**config.mk**
```make
export PLATFORM = sky130hd
export DESIGN_NAME = sr_iter
export DESIGN_NICKNAME = d
export VERILOG_FILES = /design/src/rtl/sr_iter_pkg.sv /design/src/rtl/sr_iter_stage.sv /design/src/rtl/sr_iter.sv
export SDC_FILE = /design/constraint.sdc
export NUM_CORES = 1
export LEC_CHECK = 0
export BUFFER_PORTS_ARGS = -buffer_cell sky130_fd_sc_hd__buf_2
export CAP_MARGIN = 20
export CORE_MARGIN = 3
export CORE_UTILIZATION = 56
export DETAILED_ROUTE_END_ITERATION = 8
export GPL_TIMING_DRIVEN = 0
export PLACE_DENSITY = 0.82
export SLEW_MARGIN = 30
export SYNTH_ARGS = -nofsm -noshare
export SYNTH_HDL_FRONTEND = slang
export SYNTH_SLANG_ARGS = --single-unit
```
**constraint.sdc**
```tcl
create_clock -name clock -period 2.95 [get_ports clock]
set_input_delay 0.295 -clock clock [delete_from_list [all_inputs] [get_ports clock]]
set_output_delay 0.295 -clock clock [all_outputs]
set_load 0.005 [all_outputs]
```
**src/rtl/sr_iter_pkg.sv**
```systemverilog
// Shared widths, stage count and state encoding for the iterative right shifter.
package sr_iter_pkg;

    localparam int WIDTH     = 32;
    localparam int AMT_W     = 5;
    localparam int SR_STAGES = 5;

    typedef enum logic [1:0] {
        SR_IDLE  = 2'd0,
        SR_SHIFT = 2'd1,
        SR_DONE  = 2'd2
    } sr_state_e;

endpackage

```
**src/rtl/sr_iter_stage.sv**
```systemverilog
// One reusable shift stage: conditionally shifts right by 2^stage_i, filling with fill_i.
module sr_stage
    import sr_iter_pkg::*;
(
    input  logic [WIDTH-1:0] data_i,
    input  logic [2:0]       stage_i,
    input  logic             en_i,
    input  logic             fill_i,
    output logic [WIDTH-1:0] out_o
);

    logic [WIDTH-1:0] cand [AMT_W];

    // One candidate per shift distance; the stage index picks which one is used.
    for (genvar k = 0; k < AMT_W; k++) begin : g_cand
        localparam int SH = 1 << k;
        assign cand[k] = {{SH{fill_i}}, data_i[WIDTH-1:SH]};
    end

    always_comb begin
        out_o = data_i;
        if (en_i) begin
            case (stage_i)
                3'd0:    out_o = cand[0];
                3'd1:    out_o = cand[1];
                3'd2:    out_o = cand[2];
                3'd3:    out_o = cand[3];
                3'd4:    out_o = cand[4];
                default: out_o = data_i;
            endcase
        end
    end

endmodule

```
**src/rtl/sr_iter.sv**
```systemverilog
// Multi-cycle logical/arithmetic right shifter, one amount bit per cycle (16,8,4,2,1).
// state  | meaning
// IDLE   | waiting for ctrl_start
// SHIFT  | applying stage 4-count to acc, busy high
// DONE   | data_resultRDY high for one cycle; a new start is accepted here
module sr_iter
    import sr_iter_pkg::*;
(
    input  logic             clock,
    input  logic             reset,
    input  logic             ctrl_start,
    input  logic             ctrl_arith,
    input  logic [WIDTH-1:0] data_operand,
    input  logic [AMT_W-1:0] shiftamt,
    output logic [WIDTH-1:0] data_result,
    output logic             data_resultRDY,
    output logic             busy
);

    localparam logic [2:0] LAST_CNT = 3'(SR_STAGES - 1);

    sr_state_e        state_q, state_d;
    logic [WIDTH-1:0] acc_q, acc_d;
    logic [AMT_W-1:0] amt_q, amt_d;
    logic             arith_q, arith_d;
    logic [2:0]       count_q, count_d;
    logic [WIDTH-1:0] result_q, result_d;

    logic [2:0]       stage;
    logic [WIDTH-1:0] stage_out;

    // Largest distance first, so count 0 applies the 16-bit stage.
    assign stage = LAST_CNT - count_q;

    sr_stage u_stage (
        .data_i  (acc_q),
        .stage_i (stage),
        .en_i    (amt_q[stage]),
        .fill_i  (arith_q & acc_q[WIDTH-1]),
        .out_o   (stage_out)
    );

    always_ff @(posedge clock) begin
        if (reset) begin
            state_q  <= SR_IDLE;
            acc_q    <= '0;
            amt_q    <= '0;
            arith_q  <= 1'b0;
            count_q  <= '0;
            result_q <= '0;
        end else begin
            state_q  <= state_d;
            acc_q    <= acc_d;
            amt_q    <= amt_d;
            arith_q  <= arith_d;
            count_q  <= count_d;
            result_q <= result_d;
        end
    end

    always_comb begin
        state_d  = state_q;
        acc_d    = acc_q;
        amt_d    = amt_q;
        arith_d  = arith_q;
        count_d  = count_q;
        result_d = result_q;
        case (state_q)
            SR_IDLE, SR_DONE: begin
                if (ctrl_start) begin
                    acc_d   = data_operand;
                    amt_d   = shiftamt;
                    arith_d = ctrl_arith;
                    count_d = '0;
                    state_d = SR_SHIFT;
                end else begin
                    state_d = SR_IDLE;
                end
            end
            SR_SHIFT: begin
                acc_d = stage_out;
                if (count_q == LAST_CNT) begin
                    result_d = stage_out;
                    state_d  = SR_DONE;
                end else begin
                    count_d = count_q + 3'd1;
                end
            end
            default: state_d = SR_IDLE;
        endcase
    end

    assign data_result    = result_q;
    assign data_resultRDY = (state_q == SR_DONE);
    assign busy           = (state_q == SR_SHIFT);

endmodule
```
Word level (Yosys, flattened, before mapping):

Index checks and enable logic that the tools add are counted.
W data, S select, Z words.

* bits in registers: 75
* output and inout bits: 34

* $add $sub $neg: 2
* $lt $le $gt $ge: 1
* equality and inequality tests: 10
* muxes and demuxes: 12
* bitwise gates (word level): 1
* reduce and logical (&&, ||, !) cells: 8

Operator list (count)
* $pmux W32 S5: 1
* $mux W32: 2
* $pmux W32 S2: 1
* $eq A3 B2 Y1 const B: 2
* $eq A3 B3 Y1 const B: 2
* $mux W3: 2
* $pmux W3 S2: 1
* $reduce_and A2 Y1: 3
* $lt A3 B4 Y1 const B: 1
* $ne A2 B2 Y1 const B: 2
* $pmux W2 S2: 1
* $add A3 B1 Y3 const B: 1
* $bmux W1 S3: 1
* $eq A3 B1 Y1 const B: 1
* $logic_not A3 Y1: 1
* $reduce_and A3 Y1: 1
* $sub A3 B3 Y3 const A: 1
* $eq A2 B1 Y1 const B: 1
* $eq A2 B2 Y1 const B: 1
* $logic_not A2 Y1: 1
* $mux W1: 2
* $mux W2: 1
* $ne A2 B1 Y1 const B: 1
* $reduce_bool A2 Y1: 1
* 2 further kinds: 2

Logic depth before layout (Yosys ltp):

* depth in word-level cells: 5
* depth in mapped cells: 10
* depth with buffers taken out: 8

Cells and area by module:

A second synthesis with hierarchy kept.

* cells, all modules: 618
* area total of the unflattened synthesis: 4544.4 um2

Modules (own cells, without submodules)
* sr_iter: times used 1, cells each 380, area each 3016.6 um2
* sr_stage: times used 1, cells each 238, area each 1527.7 um2

Worst setup path after synthesis:

Ideal clock, no wire load.

* path kind: register -> register
* start point: register count_q[0]
* end point: register acc_q[24]
* setup time: 134 ps
* arrival: 2244 ps
* required time: 2816 ps
* path slack: 572 ps
* stages on the path, launching flop included: 10
* path buffers: 2
* cells stage by stage: dfxtp_1 > inv_1 > ha_1 > ha_1 > buf_2 > or3_1 > a21oi_4 > buf_6 > mux2i_1 > a21oi_1

* word-level cells in the longest chain between the ends: 5

RTL lines
* start: declaration: line sr_iter.sv:26 `logic [2:0] count_q, count_d;`
* start signal: assignment: line sr_iter.sv:56 `count_q <= count_d;`
* $sub A3 B3 Y3 *: line sr_iter.sv:33 `assign stage = LAST_CNT - count_q;`
* $eq A3 B3 Y1, or another cell as far along: line sr_iter_stage.sv:23 `case (stage_i)`
* $pmux W32 S5 / $mux W1 (equally long branches): line sr_iter_stage.sv:23, sr_iter.sv:38
* $mux W32 *: line sr_iter_stage.sv:22 `if (en_i) begin`
* $pmux W32 S2 *: line sr_iter.sv:68 `case (state_q)`
* end signal: assignment: line sr_iter.sv:46 `acc_q <= '0;`
* end signal: assignment: line sr_iter.sv:53 `acc_q <= acc_d;`
* end: declaration: line sr_iter.sv:23 `logic [WIDTH-1:0] acc_q, acc_d;`

Mark *: on every way between the ends. The rest lies on a longest branch, timed or not. The select of a mux whose other input is x is not followed.
A chain may end at the register's enable or synchronous reset.

Worst setup path in the final report:

* start point: register count_q[0]
* end point: register acc_q[22]

Same word-level chain as after synthesis.

==> results.md <==
- FF+latch count, synth: 75
- Mapped Cells: ~530
- Synth cell types: 41
- Largest net degree at the start of global routing: 14
- Final core utilization: 0.6844
- Final worst path period share: 0.9640
- Peak supply drop: 0.0003752 V
- Crit Path Max Fanout: 10
- Gr ovfl total: 0
- Ys Warns: 0
- Max transition margin: 0.5139
- DP Wirelength: roughly 11 mm
- Filler Cell Count: between 600 and 700
- Wire length after detailed routing: 14.70 mm
- CP required: around 3.2 ns
- Wire length per cell: about 20 um
- Final GP Congestion: 0.9738
- Commonest non-fill, non-tap cells in the layout: nand2_1 (86), buf_2 (79), dfxtp_1 (74)
- Hold path startpoint: ctrl_arith
- Fmax achieved: about 350 MHz
- Vias per inst: around 6.5
- Final hold violations: 0
- Fin Clk Skew: around 0.0080 ns
- Routed wl met2: between 6 and 7 mm
- Drt drc: 0
- Sequential area share after synthesis: 0.3484
- CP Class: reg2reg
- RSZ-0062 raised after global routing: false
- Setup violations, final: 0
- DRT Pass-1 Iters: 6
- Antenna cells: 0
- First DRT Iteration DRCs: approximately 550
- Crit path DAT: about 3.1 ns
- Status: completed
- Layout Area Growth over Synthesis: 17.04%
- Vias in the first global route: about 4.7k
- Antenna-violating nets left: 0
- CTS Sinks: 75
- Root buf cell: clkbuf_8
- Non-filler instance count after layout: roughly 720
- Post-Syn Nets: 582
- Final Critical Period: roughly 2.8 ns
- Resize count post-CTS: 3
- Total power draw: 0.002639 W
- RR Endpoint: acc_q[22]
- Number of core rows: 31
- Port bufs: 73
- Max cap viols: 0
- Post-synth EDFFs: 0
- PD cells: approximately 520 nW/um2
- Fin worst setup slack: approximately 0.11 ns
- Placed Cells incl. Taps: 706
- Slew Limit Fails: 0
- Initial antenna violation count: 0
- R2R Setup Slk: roughly 0.11 ns
- Setup crit start kind: flip-flop
- Worst path max stage delay: 0.44 ns
- Layout Nets: about 670
- Synthesized cell area: ~4300 um2
- Die area: 8783 um2
- Final Hold Slack: between 0.15 and 0.2 ns
- Critical path capture point type: flip-flop
- Pre-CTS setup slack: -0.06022 ns
- Clk buf depth: 2
- Leak Pwr: around 1.8 nW
- Post-CTS Hold Fix Bufs: 0
- Worst Hold Depth: 3
- RR Startpoint: count_q[0]
- Die Wd: approximately 94 um
- Commonest non-fill, non-tap cell in the layout: nand2_1
- Worst skew pair latency: between 0.3 and 0.4 ns
- CTS buffer count: 9
- Async SR Flop Fraction: 0
- Synth Flop Type: dfxtp_1
- Hold Path End: arith_q
- Met1 WL: between 5 and 6 mm
- Critical-path top delay cell: dfxtp_2
- Worst Reg2Reg Path Length in Cells: 10
- Core ar.: approximately 7400 um2
- Worst-Margin Slew: 0.7265 ns
- # IOs: between 70 and 80
- Overall Global Routing Usage: 0.3383
- Setup Buffers After CTS: 0
- Share of post-route cells with drive strength above 1: 0.2154
- Cell Chain, Critical Path: inv_1, ha_1, ha_1, buf_2, buf_2, clkbuf_2, nand3_1, o21ai_0, nand3_1, a31oi_1
- Met3 wire len: roughly 1.6 mm
- CTS tree: yes
- Vias: between 4k and 5k
- Mean Syn Cell Area: around 8 um2
- Clock transition at the registers of the reported paths: approximately 0.08 ns
- Worst hold-check path type: in2reg
- Initial core utilization: 0.5847
- First-pass GRT wire length: between 20 and 25 mm
- CTS H-tree depth: 3
- Top Metal Used: met4
- Die height: approximately 94 um
-- power breakdown --
group          switching (W)  total [W]  internal (W)
Sequential         0.0000686    0.00113       0.00106
Clock               0.000413   0.000973      0.000560
Combinational       0.000339   0.000540      0.000201
-- cell usage after synthesis, types with 3 or more instances --
| cell | number | share of area |
|---|---|---|
| mux2_2 | 17 | 0.044 |
| o211ai_1 | 4 | 0.0070 |
| inv_1 | 3 | 0.0026 |
| a222oi_1 | 20 | 0.046 |
| clkbuf_1 | 49 | 0.043 |
| a221oi_1 | 8 | 0.016 |
| nand2b_1 | 5 | 0.0073 |
| nand3_1 | 36 | 0.042 |
| nor3_1 | 6 | 0.0070 |
| a21oi_1 | 23 | 0.027 |
| dfxtp_1 | 75 | 0.35 |
| a31o_2 | 11 | 0.022 |
| a22o_1 | 9 | 0.018 |
| nor2b_1 | 3 | 0.0044 |
| ha_1 | 7 | 0.020 |
| nand2_1 | 86 | 0.075 |
| buf_2 | 6 | 0.0070 |
| a22oi_1 | 20 | 0.035 |
| buf_1 | 3 | 0.0026 |
| o21ai_0 | 33 | 0.038 |
| o21ai_1 | 31 | 0.036 |
| mux2i_1 | 32 | 0.074 |
| a31oi_1 | 17 | 0.025 |
| nor2_1 | 9 | 0.0078 |
-- worst max-delay path by stage --
stage,from,to,slack (ns),depth (start not counted)
after floorplan,count_q[0],acc_q[24],0.57,9
after global placement,count_q[0],acc_q[21],0.01,10
after detailed placement,count_q[0],acc_q[22],-0.06,10
after CTS,count_q[0],acc_q[22],0.06,10
after global routing,count_q[0],acc_q[22],0.03,10
final,count_q[0],acc_q[22],0.11,10
-- per-stage QoR --
stage	setup TNS, ns	instance area, um2
floorplan	0	4309
CTS	0	5041
finish	0	5044
global placement	0	4798
global route	0	5044
detailed placement	-0.1177	4798
-- cell families after synthesis --
group                    share of synthesized area
adder cells (fa/ha/maj)                    0.02032
buffers and inverters                      0.06446
multiplexers                                0.1188
AO/OA/AOI/OAI                               0.2930
AND/OR/NAND/NOR                             0.1530
XOR/XNOR                                  0.002033
flip-flops                                  0.3484
-- state kept, by name (all words and copies together), names as in the netlist --
register     flops
state_q          2
acc_q           32
amt_q            5
count_q          3
data_result     32
arith_q          1
-- cell type report --
type                            count  area [um2]  area share
Buffer                             62       267.8     0.05309
Clock inverter                      6       115.1     0.02282
Multi-Input combinational cell    393        2530      0.5016
Tap cell                           99       123.9     0.02456
Timing Repair Buffer               73       365.4     0.07244
Clock buffer                        9       123.9     0.02456
Inverter                            4       15.01    0.002977
Sequential cell                    75        1503      0.2979
-- routing by layer --
| layer | vias up | global-route usage |
|---|---|---|
| li1 | 2153 | - |
| met1 | 2197 | 0.4307 |
| met2 | 328 | 0.5523 |
| met3 | 44 | 0.07292 |
| met4 | 0 | 0.1420 |
| met5 | - | 0 |
-- worst max-delay path: cells and delay by family, from the launching register on --
family,cells,cell delay [ns]
simple gates,2,0.43
compound gates,2,0.46
buf+inv,4,0.93
fa+ha+maj,2,0.50
flops,1,0.44
(Power assumes the default switching activity.)
